==> src/rtl/cod_mem_pkg.sv <==
// Shared constants and loader state encoding for the CPU memory loader.
package cod_mem_pkg;
    localparam int ADDR_W = 9;
    localparam int DATA_W = 32;
    localparam int DEPTH  = 2 ** ADDR_W;

    typedef enum logic [1:0] {
        ST_IDLE    = 2'd0,
        ST_COLLECT = 2'd1,
        ST_WRITE   = 2'd2,
        ST_DONE    = 2'd3
    } ld_state_e;
endpackage

==> src/rtl/byte_packer.sv <==
// Packs a byte stream little-endian into 32-bit words; byte k lands in bits [8k+7:8k].
module byte_packer
    import cod_mem_pkg::*;
(
    input  logic              clk,
    input  logic              rst_n,
    input  logic              clear_i,
    input  logic              strobe_i,
    input  logic [7:0]        byte_i,
    output logic [DATA_W-1:0] word_o,
    output logic              word_full_o
);
    logic [1:0]        byte_idx_q;
    logic [DATA_W-1:0] word_q;

    always_ff @(posedge clk or negedge rst_n) begin
        if (!rst_n) begin
            byte_idx_q <= 2'd0;
            word_q     <= '0;
        end else if (clear_i) begin
            byte_idx_q <= 2'd0;
        end else if (strobe_i) begin
            word_q[{byte_idx_q, 3'b000} +: 8] <= byte_i;
            byte_idx_q                        <= byte_idx_q + 2'd1;
        end
    end

    // Combinational so the FSM can leave COLLECT on the same edge that stores lane 3.
    assign word_full_o = strobe_i && (byte_idx_q == 2'd3);
    assign word_o      = word_q;
endmodule

==> src/rtl/mem_loader.sv <==
// Memory-port owner: CPU pass-through in IDLE, byte-stream block loader otherwise.
// Optional running checksum of written words under MEM_LOADER_CHECKSUM_EN.
module mem_loader
    import cod_mem_pkg::*;
(
    input  logic              clk,
    input  logic              rst_n,
    input  logic              start,
    input  logic [ADDR_W-1:0] base_addr,
    input  logic [ADDR_W:0]   word_count,
    input  logic [7:0]        in_byte,
    input  logic              in_valid,
    output logic              in_ready,
    input  logic [ADDR_W-1:0] cpu_addr,
    input  logic              cpu_we,
    input  logic [DATA_W-1:0] cpu_wdata,
    output logic [ADDR_W-1:0] mem_addr,
    output logic              mem_we,
    output logic [DATA_W-1:0] mem_wdata,
    output logic              busy,
    output logic              done,
    output logic [DATA_W-1:0] checksum
);
    ld_state_e         state_q, state_d;
    logic [ADDR_W-1:0] cur_addr_q, cur_addr_d;
    logic [ADDR_W:0]   remaining_q, remaining_d;
    logic              start_load;
    logic              strobe;
    logic              word_full;
    logic              pack_clear;
    logic [DATA_W-1:0] packed_word;

    assign start_load = (state_q == ST_IDLE) && start;
    assign in_ready   = (state_q == ST_COLLECT);
    assign strobe     = in_valid && (state_q == ST_COLLECT);
    assign pack_clear = start_load || (state_q == ST_WRITE);
    assign busy       = (state_q != ST_IDLE);

    byte_packer u_packer (
        .clk        (clk),
        .rst_n      (rst_n),
        .clear_i    (pack_clear),
        .strobe_i   (strobe),
        .byte_i     (in_byte),
        .word_o     (packed_word),
        .word_full_o(word_full)
    );

    always_ff @(posedge clk or negedge rst_n) begin
        if (!rst_n) begin
            state_q     <= ST_IDLE;
            cur_addr_q  <= '0;
            remaining_q <= '0;
        end else begin
            state_q     <= state_d;
            cur_addr_q  <= cur_addr_d;
            remaining_q <= remaining_d;
        end
    end

    always_comb begin
        state_d     = state_q;
        cur_addr_d  = cur_addr_q;
        remaining_d = remaining_q;
        done        = 1'b0;
        mem_addr    = cur_addr_q;
        mem_we      = 1'b0;
        mem_wdata   = packed_word;
        case (state_q)
            ST_IDLE: begin
                mem_addr  = cpu_addr;
                mem_we    = cpu_we;
                mem_wdata = cpu_wdata;
                if (start) begin
                    cur_addr_d  = base_addr;
                    remaining_d = word_count;
                    state_d     = (word_count != '0) ? ST_COLLECT : ST_DONE;
                end
            end
            ST_COLLECT: begin
                if (word_full) state_d = ST_WRITE;
            end
            ST_WRITE: begin
                // Address wraps naturally at DEPTH through the ADDR_W-bit register.
                mem_we      = 1'b1;
                cur_addr_d  = cur_addr_q + 1'b1;
                remaining_d = remaining_q - 1'b1;
                state_d     = (remaining_q == (ADDR_W + 1)'(1)) ? ST_DONE : ST_COLLECT;
            end
            ST_DONE: begin
                done    = 1'b1;
                state_d = ST_IDLE;
            end
            default: state_d = ST_IDLE;
        endcase
    end

`ifdef MEM_LOADER_CHECKSUM_EN
    logic [DATA_W-1:0] checksum_q;

    always_ff @(posedge clk or negedge rst_n) begin
        if (!rst_n) begin
            checksum_q <= '0;
        end else if (start_load) begin
            checksum_q <= '0;
        end else if (state_q == ST_WRITE) begin
            checksum_q <= checksum_q + packed_word;
        end
    end

    assign checksum = checksum_q;
`else
    assign checksum = '0;
`endif
endmodule
==> config.mk <==
export PLATFORM = sky130hd
export DESIGN_NAME = mem_loader
export DESIGN_NICKNAME = d
export VERILOG_FILES = /design/src/rtl/cod_mem_pkg.sv /design/src/rtl/byte_packer.sv /design/src/rtl/mem_loader.sv
export SDC_FILE = /design/constraint.sdc
export NUM_CORES = 1
export LEC_CHECK = 0
export CAP_MARGIN = 20
export CORE_MARGIN = 2
export CORE_UTILIZATION = 30
export DETAILED_ROUTE_END_ITERATION = 6
export GPL_TIMING_DRIVEN = 0
export SLEW_MARGIN = 10
export SYNTH_ARGS = -nofsm -noshare
export SYNTH_HDL_FRONTEND = slang
export SYNTH_SLANG_ARGS = --single-unit
==> constraint.sdc <==
create_clock -name clk -period 1.9 [get_ports clk]
set_input_delay 0.19 -clock clk [delete_from_list [all_inputs] [get_ports clk]]
set_output_delay 0.19 -clock clk [all_outputs]
set_load 0.1 [all_outputs]
==> impl_metrics.csv <==
group,metric,value,unit
cts,insertion_delay,0.29,ns
timing,fin_hold_ws,0.480,ns
floorplan,fp.dieW,114,um
placed_design,dp_hpwl,7760,um
logic_synthesis,async_flop_share,100,%
grt,track_usage,16.0,%
timing,slew_headroom,52.0,%
detailed_routing,routed_via_density,4.79,
finish,layout_commonest_cell,"clkdlybuf4s50_1",
finish,final_cell_mix,"clkdlybuf4s50_1 (71), nand2_1 (61), dfrtp_1 (53)",
floorplan,die_h,114,um
timing,tightestPinTransition,0.720,ns
worst_setup_path,arrival,1.69,ns
grt,grt_pass1_vias,3147,
timing,finalHoldViolations,0,
logic_synthesis,synthFlopType,"dfrtp_1",
placed_design,dp.cells,692,
grt,grt_pass1_wl,16500,um
placed_design,gp_congestion,0.871,
worst_setup_path,critPathKind,"reg2out",
logic_synthesis,ys_types,50,
status,outcome,"finished clean",
logic_synthesis,synth_seq_area_share,37.9,%
cts,numCtsBuffers,5,
worst_setup_path,r2r_start,"u_packer.byte_idx_q[0]",
cts,root_buffer,"clkbuf_16",
worst_setup_path,reg2regPathDepth,4,
worst_setup_path,r2r-end,"u_packer.word_o[26]",
worst_setup_path,required,1.71,ns
worst_hold_path,worstHoldPathCells,2,
detailed_routing,drt_pass1_iterations,4,
floorplan,fp-row-count,40,
timing,min_period,1.88,ns
logic_synthesis,ys_ff_latch,55,
cts,cts_max_level,2,
timing,fin_crit_sh,98.8,%
flow_run,maxCapViolCount,0,
finish,num-nets-final,646,
worst_hold_path,hold_start,"u_packer.word_o[14]",
cts,cts_tree,"done",
worst_setup_path,endpoint_kind,"output pin",
logic_synthesis,synth_area_leader_cell,"dfrtp_1",
timing,fin_worst_skew,0.00622,ns
detailed_routing,met2_length,5040,um
logic_synthesis,synth_edf_count,0,
cts,cts_sinks,55,
worst_hold_path,hold_class,"reg2reg",
detailed_routing,antenna_left,0,
finish,fin_cells,712,
timing,rsz0062_at_grt,"true",
grt,grt_max_degree,56,
finish,drive_gt1_share,31.5,%
logic_synthesis,yosys.area.top_type_share,37.9,%
detailed_routing,wl_met1,4810,um
detailed_routing,remaining_drc_errors,0,
logic_synthesis,ys_top_cells_by_area,"dfrtp_1 (38%), mux2_2 (13%), buf_4 (7.0%)",
finish,diodes,0,
detailed_routing,vias,3411,
logic_synthesis,synthCells,397,
cts,cts_max_path_buffers,2,
worst_setup_path,ff2ff_setup_slack,0.10,ns
timing,finalWorstSetupSlack,0.0220,ns
placed_design,portBuffers,117,
worst_hold_path,hold_end,"u_packer.word_o[14]",
worst_setup_path,crit_fanout,4,
detailed_routing,routed_wl,10700,um
detailed_routing,dr_wl_met3,749,um
timing,finalSetupViolCount,0,
floorplan,fp.dieArea,13000,um2
grt,gr-total-overflow,0,
placed_design,post-place-ws,-0.766,ns
grt,antenna_found_initial,0,
finish,area_growth_syn_to_layout,56.7,%
logic_synthesis,syn_area_per_cell,9.14,um2
detailed_routing,initialDrtViolationCount,190,
timing,max_freq,532,MHz
detailed_routing,drt-wirelength-per-cell,15.0,um
timing,final.setup.tns,0,ns
detailed_routing,top_layer,"met4",
logic_synthesis,synth_area,3630,um2
cts,clk_pin_slew,0.07,ns
floorplan,ios,150,
logic_synthesis,yosysWarnings,0,
floorplan,initial_core_util,30.5,%
floorplan,core_area,11900,um2
worst_setup_path,start_kind,"flip-flop",
timing,final_max_slew_viol_count,0,
==> critical path, stage by stage (launching register included) <==
cell       delay [ns]
dfrtp_2          0.42
nor2_4           0.21
buf_12           0.15
clkbuf_16        0.14
mux2_4           0.31
buf_12           0.17
==> worst max path at each step <==
stage / start / to / slack (ns) / cells after the start
after floorplan: state_q[1] / mem_we / -0.05 / 5
after global placement: rst_n / cur_addr_q[6] / -1.14 / 1
after detailed placement: state_q[1] / mem_wdata[26] / -0.77 / 5
after CTS: u_packer.byte_idx_q[0] / u_packer.word_o[0] / -0.05 / 5
after global routing: state_q[0] / mem_addr[5] / -0.03 / 5
final: state_q[0] / mem_addr[0] / 0.02 / 5
==> cells by family (layout without fill, tap and decap cells) <==
family / Yosys count / after routing / synth area share [%]
flops: 55 / 55 / 37.9
xor+xnor: 1 / 1 / 0.242
buf+inv: 61 / 198 / 10.6
fa+ha+maj: 8 / 8 / 2.76
other cells: 1 / 32 / 0.103
compound gates: 95 / 95 / 16.2
mux: 43 / 43 / 13.3
simple gates: 133 / 133 / 18.9
==> synth_stat cells (3+ instances only) <==
cell and number:
a211oi_1 4, a21oi_1 23, a221o_1 3, a22o_1 8, buf_2 15, buf_4 34
dfrtp_1 55, ha_1 8, inv_1 8, mux2_2 41, nand2_1 61, nand3_1 12
nor2_1 26, nor2b_1 5, nor3_1 3, nor3_2 3, nor3b_2 3, o211ai_1 3
o21ai_0 33, o22ai_1 12
==> stage by stage <==
| step | cell area, um2 | util, % |
|---|---|---|
| final | 5690 | 47.7 |
| after detailed placement | 5100 | 42.8 |
| after floorplan | 3750 | - |
| after global placement | 5100 | 42.8 |
| after global routing | 5690 | 47.7 |
| after CTS | 5560 | 46.7 |
==> sequential cells by signal, indices dropped and copies added (netlist names) <==
signal,cells
u_packer.word_o,32
cur_addr_q,9
remaining_q,10
u_packer.byte_idx_q,2
state_q,2
==> per-layer routing <==
| layer | track usage (%) | vias up |
|---|---|---|
| met3 | 2.55 | 8 |
| met1 | 22.2 | 1583 |
| met2 | 26.2 | 144 |
| met4 | 3.66 | 0 |
| met5 | 0 | - |
| li1 | - | 1676 |
==> final cells by class <==
cell class                      count  area, um2
Clock inverter                      2       37.5
Buffer                             50        390
Timing Repair Buffer              132       1470
Inverter                            9       42.5
Fill cell                        1154       6230
Sequential cell                    55       1380
Clock buffer                        5        125
Multi-Input combinational cell    312       2060
Tap cell                          147        184
==> what timing repair did <==
action	CTS	global route
gates cloned	1	1
setup buffers	6	6
hold buffers	1	0
endpoints found under the hold margin	55	0
gates resized for setup	351	14
endpoints found under the setup margin	77	52
pin swaps	2	0
Power is not shown: default switching activity piles up to over one toggle a cycle in this logic, so the estimate is an artifact.
